$ cat src/rtl/rr_stream_arbiter.sv
// rr_stream_arbiter: round-robin merge of N_INPUTS valid/ready streams into one registered output; `RR_STREAM_ARBITER_PKT_LOCK_EN keeps packets contiguous
module rr_stream_arbiter #(
  parameter int N_INPUTS = 4,
  parameter int WIDTH = 2,
  parameter int SEL_W = $clog2(N_INPUTS)
) (
  input  logic                      clk,
  input  logic                      rst,
  input  logic [N_INPUTS-1:0]       in_valid,
  output logic [N_INPUTS-1:0]       in_ready,
  input  logic [N_INPUTS*WIDTH-1:0] in_data,
  input  logic [N_INPUTS-1:0]       in_last,
  output logic                      out_valid,
  input  logic                      out_ready,
  output logic [WIDTH-1:0]          out_data,
  output logic                      out_last,
  output logic [SEL_W-1:0]          out_sel
);
  logic [SEL_W-1:0] ptr_q, cand, sel, nxt;
  logic any_v, locked, slot_free, xfer;
  // candidate is the first valid stream at or after ptr, wrapping around
  always_comb begin
    cand = ptr_q;
    any_v = 1'b0;
    for (int k = N_INPUTS - 1; k >= 0; k--) begin
      if (in_valid[(int'(ptr_q) + k) % N_INPUTS]) begin
        cand = SEL_W'((int'(ptr_q) + k) % N_INPUTS);
        any_v = 1'b1;
      end
    end
  end
`ifdef RR_STREAM_ARBITER_PKT_LOCK_EN
  typedef enum logic {IDLE, LOCKED} state_t;
  state_t state_q;
  logic [SEL_W-1:0] grant_q;
  assign locked = state_q == LOCKED;
  assign sel = locked ? grant_q : cand;
  // packet lock: hold the grant from the first beat until the beat carrying in_last
  always_ff @(posedge clk) begin
    if (rst) begin
      state_q <= IDLE;
      grant_q <= '0;
    end else if (xfer) begin
      state_q <= in_last[sel] ? IDLE : LOCKED;
      grant_q <= in_last[sel] ? grant_q : sel;
    end
  end
`else
  assign locked = 1'b0;
  assign sel = cand;
`endif
  assign slot_free = !out_valid || out_ready;
  assign in_ready = (!rst && slot_free && (locked || any_v)) ? N_INPUTS'(1) << sel : '0;
  assign xfer = |(in_valid & in_ready);
  assign nxt = (sel == SEL_W'(N_INPUTS - 1)) ? '0 : sel + 1'b1;
  // one-stage output buffer and round-robin pointer advance
  always_ff @(posedge clk) begin
    if (rst) begin
      out_valid <= 1'b0;
      out_data <= '0;
      out_last <= 1'b0;
      out_sel <= '0;
      ptr_q <= '0;
    end else begin
      if (xfer) begin
        out_valid <= 1'b1;
        out_data <= in_data[sel*WIDTH +: WIDTH];
        out_last <= in_last[sel];
        out_sel <= sel;
      end else if (out_ready) begin
        out_valid <= 1'b0;
      end
`ifdef RR_STREAM_ARBITER_PKT_LOCK_EN
      if (xfer && in_last[sel]) ptr_q <= nxt;
`else
      if (xfer) ptr_q <= nxt;
`endif
    end
  end
endmodule

$ cat config.mk
export PLATFORM = sky130hd
export DESIGN_NAME = rr_stream_arbiter
export DESIGN_NICKNAME = d
export VERILOG_FILES = /design/src/rtl/rr_stream_arbiter.sv
export SDC_FILE = /design/constraint.sdc
export NUM_CORES = 1
export LEC_CHECK = 0
export BUFFER_PORTS_ARGS = -buffer_cell sky130_fd_sc_hd__clkbuf_2
export CORE_MARGIN = 1
export CORE_UTILIZATION = 28
export DETAILED_ROUTE_END_ITERATION = 8
export PLACE_DENSITY = 0.62
export SLEW_MARGIN = 20
export SYNTH_ARGS = -nofsm -noshare
export SYNTH_HDL_FRONTEND = slang
export SYNTH_SLANG_ARGS = --single-unit
$ cat constraint.sdc
create_clock -name clk -period 2.8 [get_ports clk]
set_input_delay 0.14 -clock clk [delete_from_list [all_inputs] [get_ports clk]]
set_output_delay 0.14 -clock clk [all_outputs]
set_load 0.02 [all_outputs]
## Word-level counts from Yosys, hierarchy flattened

Cells that the tools add are included.

- $mul: 0
- Shift-type cells: 2
- Reduce and logical (&&, ||, !) cells: 10
- $lt $le $gt $ge: 5
- Bitwise logic cells: 4
- Add/sub/neg operators: 4
- Divide/modulo/power cells: 0
- Mux-type cells: 25
- Equal/unequal tests: 1

Operator list:

| kind | count |
|---|---|
| $mux W1 | 14 |
| $lt A3 B4 Y1 const B | 3 |
| $bmux W1 S2 | 5 |
| $mux W2 | 5 |
| $shiftx A8 B4 Y2 | 1 |
| $lt A2 B3 Y1 const B | 2 |
| $reduce_or A2 Y1 | 3 |
| $add A2 B1 Y2 const B | 2 |
| $add A2 B2 Y2 const B | 2 |
| $and A4 B4 Y4 | 1 |
| $mux W4 | 1 |
| $reduce_or A4 Y1 | 1 |
| $shl A1 B2 Y4 const A | 1 |
| $and A1 B1 Y1 const A | 3 |
| $eq A2 B2 Y1 const B | 1 |
| $logic_and A1 B1 Y1 | 2 |
| $logic_not A1 Y1 | 2 |
| $reduce_bool A2 Y1 | 1 |
| $logic_or A1 B1 Y1 | 1 |

- Logic and storage cells: 56
- Memory bits (writable): 0
- Flip-flop bits (word level): 8
- Input bits: 19
- Latch bits: 0
- Memories kept: 0
- ROM bits: 0

## Logic depth before layout (Yosys ltp)

- Depth in word-level cells: 15
- Depth in mapped cells: 11

## Worst setup path before layout

OpenSTA, ideal clock, no wires.

- Kind: reg2reg
- Start point: register ptr_q[1]
- End point: register ptr_q[1]
- Path slack: 0.667 ns
- Stages on the path, launching flop included: 12
- Setup time: 0.114 ns
- Arrival time: 2.019 ns
- Required time: 2.686 ns
- Clock period less this slack: 2.133 ns
- Cells stage by stage: dfxtp_1 -> and3b_1 -> or4_1 -> and2_1 -> buf_6 -> clkinv_8 -> ha_1 -> nand2_1 -> nand4_1 -> o21a_1 -> mux2i_1 -> nor2_1

- Word-level cells in the longest chain between the ends: 12
- Elaborated cells between the ends (all ways): 30
- Classes of those cells: 4 x add/sub; 1 x eq/ne; 1 x shift; 21 x mux; 1 x bitwise; 2 x reduce/logical

RTL lines:

| element | line | RTL |
|---|---|---|
| start: declaration | 19 | `logic [SEL_W-1:0] ptr_q, cand, sel, nxt;` |
| start signal: assignment | 76 | `if (xfer) ptr_q <= nxt;` |
| $add A2 B2 Y2 | 26, 27 |  |
| $bmux W1 S2 | 26 | `if (in_valid[(int'(ptr_q) + k) % N_INPUTS]) begin` |
| $mux W1 (not written as such) (2 in series) | 26 |  |
| $mux W2 / $mux W1 (equally long branches) (4 in series) | 26 |  |
| $shl A1 B2 Y4 / $logic_and A1 B1 Y1 (equally long branches) | 53 | `assign in_ready = (!rst && slot_free && (locked \|\| any_v)) ? N_INPUTS'(1) << sel : '0;` |
| $mux W4 | 53 |  |
| $and A4 B4 Y4 | 54 | `assign xfer = \|(in_valid & in_ready);` |
| $reduce_or A4 Y1 | 54 |  |

Parallel ways exist; a longest one is shown, timed or not. The select of a mux whose other input is x is not followed.
A chain may end at the register's enable or synchronous reset.

## Final worst setup path

- Start point: register ptr_q[1]
- End point: register out_data[1]

- Word-level cells in the longest chain between the ends: 12
- Elaborated cells between the ends (all ways): 28
- Classes of those cells: 3 x add/sub; 2 x shift; 20 x mux; 1 x bitwise; 2 x reduce/logical

RTL lines:

| element | line | RTL |
|---|---|---|
| $add A2 B2 Y2 | 26, 27 |  |
| $bmux W1 S2 | 26 |  |
| $mux W1 (not written as such) (2 in series) | 26 |  |
| $mux W2 / $mux W1 (equally long branches) (4 in series) | 26 |  |
| $shl A1 B2 Y4 / $logic_and A1 B1 Y1 (equally long branches) | 53 |  |
| $mux W4 | 53 |  |
| $and A4 B4 Y4 | 54 |  |
| $reduce_or A4 Y1 | 54 |  |
| end signal: assignment | 67 | `out_data <= in_data[sel*WIDTH +: WIDTH];` |
| end: declaration | 15 | `output logic [WIDTH-1:0] out_data,` |

Parallel ways exist; a longest one is shown, timed or not. The select of a mux whose other input is x is not followed.

==> run summary <==
• 1 — maximum level of the CTS H-tree
• 1800 sq um — Std-Cell Core Area
• 0.427 — logic gate share of total power
• 0 — CTS hold repair buffers
• 2.44 ns — final critical-path required period
• simple AND/OR/NAND/NOR gates — critical path's top delay family
• 0.707 — Final GP Congestion
• 46.9 um — die extent in y
• 0.358 — portion of total power attributed to sequential cells
• 1260 um — total wirelength of the detailed-routed design
• 0.378 ns — minimum setup slack after placement
• 28 — Buffers on Ports
• 83 — syn nets
• 0.177 — GRT met1 Usage
• 510 — number of global-route vias before repair
• 0.215 — fraction of power consumed by the clock network
• 15 — site row count
• 0 — remaining antenna violation count
• 0 ns — aggregate negative setup slack
• register — startpoint kind of the worst setup timing path
• 0 — Pins Over Slew Limit
• 0.05 ns — clock transition time at the flip-flop clock pins of the worst setup and hold paths
• 29 — io pins
• 0.378 — fraction of power spent switching nets
• 0.000251 W — internal portion of total power
• 10 — number of logic stages on the critical path including buffering
• 719 sq um — area post-placement
• 2200 sq um — overall die area
• 0 — max-cap viol count
• yes — TritonCTS clock tree
• 0 — post-cts gate resize count
• 0 — # setup viols final
• register to register — worst setup path class
• and2_1 — Critical Path Slowest Stage Cell
• 0.000216 V — largest vdd supply drop
• 0.110 ns — tightest hold margin
• 1060 um — final HPWL from detailed placement
• 0.402 — share of post-route cells with drive strength above 1
• 2 — number of buffers between clock root and the deepest sink
• dfxtp_1 (8), a21oi_1 (5), nand2_1 (5) — most frequent cells after synthesis
• 1 — CP bufs+invs
• 0.355 nW — cell leakage power
• met2 — layer with the highest usage
• 0.46 ns — stage delay of the slowest cell on the critical path
• 3 — Detailed Routing Iterations Pass 1
• 0.472 — relative slew slack
• 29 — count of distinct cell types in the synthesized netlist
• 2.59 ns — arrival time at the worst endpoint
• 545 nW/um^2 — Power Density
• 0 — yosys synthesis warning count
• 576 — vias
• 4.92 — Via density
• 0.284 — sequential share of the synthesized area
• 0.0231 — met3 capacity usage during global routing
• 0 — proportion of synthesized flip-flops having asynchronous set or reset
• 2.94 ns — Req. time, crit path
• 0.000404 W — total power
• dfxtp_1 — largest area contributor in the netlist
• 2 — worst hold path depth
• and3b_1 > or4_1 > and2_1 > clkinv_8 > ha_1 > nand2_1 > nand4_1 > o21ai_4 > a221oi_2 > a31o_1 — critical-path cell list
• 0 — number of DRC violations after detailed routing
• 564 sq um — Syn Std Cell Area
• 3 — Num CTS Buffers
• 0 — # diodes
• 0 — post-CTS repair timing setup buffer count
• 10 — worst reg-to-reg path cell count
• 742 sq um — final standard cell area without fillers
• 0.25 ns — insertion delay of the later-clocked pin in the worst-skew pair
• 10 — maximum number of pins on one net before global-route repair
• dfxtp_1 — Top FF cell, synth
• 8.96 sq um — Avg Synthesized Cell Area
• 0.000153 W — switching power
• 8 — register bit count reported by yosys
• 46.9 um — Horiz. Die Dim
• dfxtp_1 — most numerous cell in the Yosys netlist
• 63 — Gate Count Post-Synth
• 0.313 — effective utilization at floorplan
• register — CP Capture Type
• finished clean — run status
• 0.409 GHz — maximum clock frequency
• 0.138 — Overall Global Routing Usage
• 0.225 — met2 Usage GRT
• 2 — Initial DRC Count
• 0 — final global-route overflow total
• 0.284 — fraction of synthesized cell area taken by the top area cell type
• 0.873 — fraction of the cycle the final worst path needs
• dfxtp_1 (28%), a221oi_2 (8.0%), mux2i_1 (7.1%) — top post-synthesis cells by area
• clkbuf_4 — buffer cell driving the clock tree root
• 0 — number of enable-type register cells in the synthesized netlist
• input port to register — type of the most critical hold path
• 0 — antenna violations before repair
• 0.786 ns — Worst-Margin Slew
• 114 — Final #Nets
• 10.7 um — detail-routed net length per standard cell
• 0.356 ns — minimum setup slack in the final design
• 8 — Sink Count
• 31.5% — synthesis-to-layout area growth
• 2130 um — first-pass GRT wire length
• false — RSZ-0062 raised after global routing
• 9 — maximum net fanout on the critical path
• 0.00352 ns — final worst clock skew
• 0 — number of endpoints with negative hold slack in the final report
routing by layer:
metal	up-vias	wire, um	share of wire
met5	-	0	0
met3	2	42	0.033
met2	15	616	0.49
li1	297	-	-
met4	0	14	0.011
met1	262	581	0.46
logic make-up (layout without fill, tap and decap cells):
logic type / after synthesis / in the layout / share of synthesized area
DFF: 8 / 8 / 0.284
adders and majority gates: 1 / 1 / 0.0222
muxes: 4 / 4 / 0.0710
and+or+nand+nor: 25 / 25 / 0.244
buffers and inverters: 4 / 33 / 0.0643
AOI/OAI and AO/OA: 21 / 21 / 0.315
power groups by stage:
stage	Sequential, W	Combinational (W)	Clock [W]
global route	0.000148	0.000194	0.0000971
global placement	0.000146	0.000173	0
CTS	0.000145	0.000175	0.0000917
floorplan	0.000163	0.000114	0
finish	0.000145	0.000173	0.0000870
detailed placement	0.000147	0.000175	0
registers in the layout (all words and copies together), names as in the netlist:
name and cells:
out_data 2, out_sel 2, out_last 1, ptr_q 2, out_valid 1
layout make-up:
| cell class | instances | area, sq um |
|---|---|---|
| Fill cell | 204 | 1060 |
| Multi-Input combinational cell | 51 | 368 |
| Timing Repair Buffer | 28 | 140 |
| Tap cell | 25 | 31.3 |
| Inverter | 2 | 20.0 |
| Sequential cell | 8 | 160 |
| Clock buffer | 3 | 22.5 |
worst paths after layout:
check	start	end	slack [ns]
setup / recovery	ptr_q[1]	out_data[1]	0.36
hold / removal	rst	ptr_q[0]	0.11
setup reg to reg	ptr_q[1]	out_data[1]	0.36
hold reg to reg	out_last	out_last	0.48
cells in the final DEF, fill, tap and decap left out:
cell type,n
o21ai_4,1
o21a_1,2
ha_1,1
and3b_1,1
o21ai_0,2
nor4_1,1
o21bai_1,2
clkbuf_2,28
a21oi_1,5
o211a_1,1
mux2i_1,4
clkinv_8,1
nor2_1,4
inv_1,1
clkbuf_4,3
and2_1,2
dfxtp_1,8
a31o_1,3
a211oi_1,1
and3_1,2
or4_1,1
nor3_1,2
and2b_2,1
a221oi_2,3
nand4_1,1
nor2b_1,4
nand2b_1,1
a21boi_0,1
nand2_1,5
stage by stage:
| step | cells | utilization |
|---|---|---|
| final | 117 | 0.412 |
| after global routing | 117 | 0.412 |
| after CTS | 117 | 0.412 |
| after detailed placement | 114 | 0.399 |
| after global placement | 114 | 0.399 |
| after floorplan | 63 | - |
worst reg2reg max path, cell delays in order, from the launching register on:
cell	delay, ns
dfxtp_1	0.42
and3b_1	0.18
or4_1	0.10
and2_1	0.46
clkinv_8	0.13
ha_1	0.22
nand2_1	0.07
nand4_1	0.20
o21ai_4	0.30
a221oi_2	0.07
a31o_1	0.19
(Power assumes the default switching activity.)
